==> src/rtl/cpu_control_fsm.sv <==
// Multicycle control sequencer: fetch handshake, ARM data-processing decode,
// register-file read/execute/writeback sequencing and the architectural NZCV register.
module cpu_control_fsm #(
   parameter int RESET_IDLE_CYCLES = 2,
   parameter bit HALT_ON_UNDEF     = 1'b0
) (
   input  logic        clk,
   input  logic        rst,
   input  logic [31:0] IR,
   input  logic        W_IR_valid,
   output logic        write_ir,
   output logic        write_pc,
   output logic [3:0]  NZCV,
   output logic [3:0]  rf_ra_addr,
   output logic [3:0]  rf_rb_addr,
   output logic [3:0]  rf_rs_addr,
   output logic [3:0]  rf_wr_addr,
   output logic        rf_write,
   output logic [3:0]  alu_op,
   output logic        alu_src_imm,
   input  logic [3:0]  alu_nzcv,
   input  logic        shifter_carry,
   output logic [2:0]  state,
   output logic        instr_retired,
   output logic        undef_instr
);

   typedef enum logic [2:0] {
      IDLE   = 3'd0,
      FETCH  = 3'd1,
      DECODE = 3'd2,
      EXEC   = 3'd3,
      WB     = 3'd4,
      HALT   = 3'd5
   } state_t;

   localparam logic [3:0] IDLE_LAST = 4'(RESET_IDLE_CYCLES - 1);

   state_t     cur_state, nxt_state;
   logic [3:0] idle_cnt;
   logic       cond_pass;
   logic       s_bit;
   logic       is_dp;
   logic       is_cmp;
   logic       is_arith;
   logic       unused_ir;

   assign unused_ir = ^{IR[31:28], IR[7:4]};
   assign state     = cur_state;
   assign is_dp     = (IR[27:26] == 2'b00);
   assign is_cmp    = (alu_op[3:2] == 2'b10);
   assign is_arith  = ((alu_op >= 4'h2) && (alu_op <= 4'h7)) ||
                      (alu_op == 4'hA) || (alu_op == 4'hB);

   always_comb begin
      nxt_state     = cur_state;
      write_ir      = 1'b0;
      write_pc      = 1'b0;
      rf_write      = 1'b0;
      instr_retired = 1'b0;
      undef_instr   = 1'b0;
      case (cur_state)
         IDLE: begin
            if (idle_cnt == IDLE_LAST) nxt_state = FETCH;
         end
         FETCH: begin
            write_ir  = 1'b1;
            write_pc  = 1'b1;
            nxt_state = DECODE;
         end
         DECODE: begin
            // A failed condition retires the instruction even if it would be undefined.
            if (!cond_pass) begin
               instr_retired = 1'b1;
               nxt_state     = FETCH;
            end else if (!is_dp) begin
               undef_instr = 1'b1;
               if (HALT_ON_UNDEF) begin
                  nxt_state = HALT;
               end else begin
                  instr_retired = 1'b1;
                  nxt_state     = FETCH;
               end
            end else begin
               nxt_state = EXEC;
            end
         end
         EXEC: begin
            if (is_cmp) begin
               instr_retired = 1'b1;
               nxt_state     = FETCH;
            end else begin
               nxt_state = WB;
            end
         end
         WB: begin
            rf_write      = 1'b1;
            instr_retired = 1'b1;
            nxt_state     = FETCH;
         end
         HALT:    nxt_state = HALT;
         default: nxt_state = IDLE;
      endcase
   end

   always_ff @(posedge clk) begin
      if (rst) begin
         cur_state   <= IDLE;
         idle_cnt    <= 4'd0;
         cond_pass   <= 1'b0;
         s_bit       <= 1'b0;
         NZCV        <= 4'b0000;
         rf_ra_addr  <= 4'd0;
         rf_rb_addr  <= 4'd0;
         rf_rs_addr  <= 4'd0;
         rf_wr_addr  <= 4'd0;
         alu_op      <= 4'd0;
         alu_src_imm <= 1'b0;
      end else begin
         cur_state <= nxt_state;
         if ((cur_state == IDLE) && (nxt_state == IDLE)) idle_cnt <= idle_cnt + 4'd1;
         else                                            idle_cnt <= 4'd0;
         if (cur_state == FETCH) cond_pass <= W_IR_valid;
         // Operand fields are captured once so they stay stable through EXEC and WB.
         if ((cur_state == DECODE) && (nxt_state == EXEC)) begin
            rf_ra_addr  <= IR[19:16];
            rf_rb_addr  <= IR[3:0];
            rf_rs_addr  <= IR[11:8];
            rf_wr_addr  <= IR[15:12];
            alu_op      <= IR[24:21];
            alu_src_imm <= IR[25];
            s_bit       <= IR[20];
         end
         if ((cur_state == EXEC) && s_bit) begin
            if (is_arith) NZCV <= alu_nzcv;
            else          NZCV <= {alu_nzcv[3:2], shifter_carry, NZCV[0]};
         end
      end
   end

endmodule
==> config.mk <==
export PLATFORM = sky130hd
export DESIGN_NAME = cpu_control_fsm
export DESIGN_NICKNAME = d
export VERILOG_FILES = /design/src/rtl/cpu_control_fsm.sv
export SDC_FILE = /design/constraint.sdc
export NUM_CORES = 1
export LEC_CHECK = 0
export CAP_MARGIN = 0
export CORE_MARGIN = 5
export CORE_UTILIZATION = 42
export CTS_CLUSTER_SIZE = 20
export DETAILED_ROUTE_END_ITERATION = 8
export PLACE_DENSITY = 0.84
export SLEW_MARGIN = 10
export SYNTH_ARGS = -nofsm -noshare
export SYNTH_HDL_FRONTEND = slang
export SYNTH_SLANG_ARGS = --single-unit
==> constraint.sdc <==
create_clock -name clk -period 2.2 [get_ports clk]
set_clock_uncertainty 0.2 [all_clocks]
set_input_delay 0.44 -clock clk [delete_from_list [all_inputs] [get_ports clk]]
set_output_delay 0.44 -clock clk [all_outputs]
set_load 0.01 [all_outputs]
==> metrics.md <==
| Metric | Value |
|---|---|
| Vias per cell | `5.13` |
| Max clock buf depth | `2` |
| Worst Tran Pin Value | `between 0.5 and 0.6 ns` |
| Ant diodes | `0` |
| Worst-path clk slew | `0.11 ns` |
| Initial drt markers | `96` |
| Clock latency on the worst-skew pair | `0.34 ns` |
| Total routed wirelength | `3910 µm` |
| Crit Path Max Fanout | `3` |
| CTS sink count | `34` |
| Layout area overhead | `55.5%` |
| Arr. time, crit path | `around 1.5 ns` |
| Cell with the most instances after synthesis | `dfxtp_1` |
| ANT nets after route | `0` |
| H-tree depth | `2` |
| Cell taking the most area after synthesis | `dfxtp_1` |
| Post-synthesis cell area | `1450 µm²` |
| Die footprint | `between 4000 and 5000 µm²` |
| GR Util met1 | `0.196` |
| Hold slack | `0.267 ns` |
| Clock buffer count from CTS | `5` |
| Fin crit period | `2.16 ns` |
| Power Total | `1.46 mW` |
| Synth cell count leaders | `dfxtp_1 (34), a21oi_1 (27), nand3_1 (23)` |
| GR peak layer | `met2` |
| Synth area leaders | `dfxtp_1 (47%), a21oi_1 (9.3%), nand3_1 (7.9%)` |
| Hold WC Path Type | `register to register` |
| Post-CTS Hold Fix Bufs | `0` |
| Die X | `68.7 µm` |
| Leak | `0.805 nW` |
| Setup tns final | `0 ns` |
| DP HPWL | `roughly 2700 µm` |
| Vias in the first global route | `roughly 1500` |
| Crit. End Element | `output pin` |
| # setup viols final | `0` |
| Register area share after synthesis | `0.470` |
| First-pass GRT wire length | `between 6000 and 7000 µm` |
| Slowest stage cell, crit path | `clkdlybuf4s50_1` |
| Cell count after placement | `275` |
| Yosys top cell area share | `0.470` |
| Crit-path cells | `clkdlybuf4s50_1 > nor2_4 > nand3b_1 > a31o_2 > buf_2` |
| MaxCap Viol Count | `0` |
| Ratio of total power to cell area | `646 nW/µm²` |
| # port buffers | `64` |
| Critical Path Start Type | `primary input` |
| Share of layout cells above drive strength 1 | `0.135` |
| M2 GR Usage | `0.318` |
| Routed length per instance | `between 10 and 15 µm` |
| GR Layer Usage met3 | `0.0567` |
| Fin util | `0.675` |
| Syn nets | `211` |
| Largest net degree at the start of global routing | `31` |
| Final cell area excluding filler cells | `around 2300 µm²` |
| Ys async rst share | `0` |
| Non-Filler Instances | `283` |
| FP Rows | `21` |
| Path type of the worst setup path | `primary input to output pin` |
| Post-synth EDFFs | `0` |
| I/O pin total | `73` |
| Placeable Area | `between 3000 and 4000 µm²` |
| Grt total ovfl | `0` |
| Fin. max-slew vios | `0` |
| Distinct cell type count after synthesis | `35` |
| Via count | `1451` |
| Crit path setup slack, layout | `0.0424 ns` |
| CTS tree | `done` |
| CP max stage delay | `0.45 ns` |
| Worst endpoint required time | `about 1.6 ns` |
| RSZ-0062 raised after global routing | `true` |
| Residual DRC count | `0` |
| Fmax | `463 MHz` |
| Final Hold Viols | `0` |
| Die Span Y | `between 60 and 70 µm` |
| Number of synthesized register bits | `34` |
| Initial antenna violation count | `0` |
| Synth Flop Type | `dfxtp_1` |
| Post-synthesis area per instance | `8.57 µm²` |
| Placed inst area | `2160 µm²` |
| Initial core utilization | `0.434` |
| Final Cycle Share | `0.981` |
| Syn Inst Count | `169` |
| GPL Wtd Cong | `just over 0.7` |
| Pre-CTS setup slack | `-0.370 ns` |
| Max_slew headroom | `0.661` |
| Status | `complete, no violations` |
| Maximum VDD drop | `0.000408 V` |
| Clock root cell | `clkbuf_4` |
| Global Route Usage Sum | `0.181` |
| Yosys warnings | `0` |
| DRT Pass-1 Iters | `4` |
| Final nets | `278` |
==> layout by cell type, fill, tap and decap left out, types with 2 or more instances in the layout <==
| master | n |
|---|---|
| nand4b_1 | 2 |
| dlygate4sd2_1 | 2 |
| ha_1 | 2 |
| clkbuf_4 | 5 |
| nand2_1 | 6 |
| clkbuf_8 | 3 |
| o21ai_0 | 22 |
| nand2b_1 | 2 |
| nor2_1 | 10 |
| a21oi_1 | 27 |
| dfxtp_1 | 31 |
| nor2b_1 | 2 |
| nand3_1 | 23 |
| nand3b_1 | 2 |
| buf_4 | 11 |
| clkdlybuf4s50_1 | 59 |
| dfxtp_4 | 2 |
==> timing repair <==
item | in CTS | in global routing
gates resized for setup | 15 | 4
buffers inserted | 0 | 0
setup endpoints to repair | 6 | 3
pin swaps | 2 | 0
==> layout make-up <==
cell class | count | area (µm²)
flip-flops and latches | 34 | 689
fillers | 289 | 1080
clock buffers | 8 | 78.8
multi-input cells | 119 | 711
repair buffers | 75 | 713
inverters | 1 | 3.75
well taps | 46 | 57.6
==> path summary, 6_finish.rpt <==
path | startpoint | end | slack [ns] | cells after the start
setup reg to reg | state[1] | idle_cnt[2] | 0.57 | 4
hold / removal | NZCV[3] | NZCV[3] | 0.27 | 2
setup / recovery | IR[26] | instr_retired | 0.04 | 5
hold reg to reg | NZCV[3] | NZCV[3] | 0.27 | 2
==> registers in the layout, indices dropped and copies added, names as in the netlist <==
| name | flops |
|---|---|
| alu_src_imm | 1 |
| rf_wr_addr | 4 |
| rf_rb_addr | 4 |
| state | 3 |
| s_bit | 1 |
| rf_ra_addr | 4 |
| alu_op | 4 |
| NZCV | 4 |
| idle_cnt | 4 |
| rf_rs_addr | 4 |
| cond_pass | 1 |
==> layer usage <==
layer,wire [µm],vias to the layer above,share of wire
met2,1910,39,0.49
li1,-,736,-
met3,260,8,0.066
met1,1670,668,0.43
met4,69,0,0.018
met5,0,-,0
==> where the power goes <==
group	total (mW)	leakage, nW	internal (mW)	switching, mW
Clock	0.428	0.0446	0.218	0.209
Sequential	0.703	0.276	0.653	0.0493
Combinational	0.326	0.484	0.197	0.129
==> cells by family after synthesis <==
kind of cell | share of synthesized area
buffers and inverters | 0.0527
DFF | 0.470
muxes | 0.00691
xor gates and xnor gates | 0.0121
adders and majority gates | 0.0173
and+or+nand+nor | 0.222
AOI/OAI and AO/OA | 0.219
==> worst max-delay path, delay by kind of cell <==
kind	cells	cell delay, ns
buffers and inverters	2	0.58
AOI/OAI and AO/OA	1	0.24
and+or+nand+nor	2	0.26
Note: power is estimated with default switching activity, not from simulation.
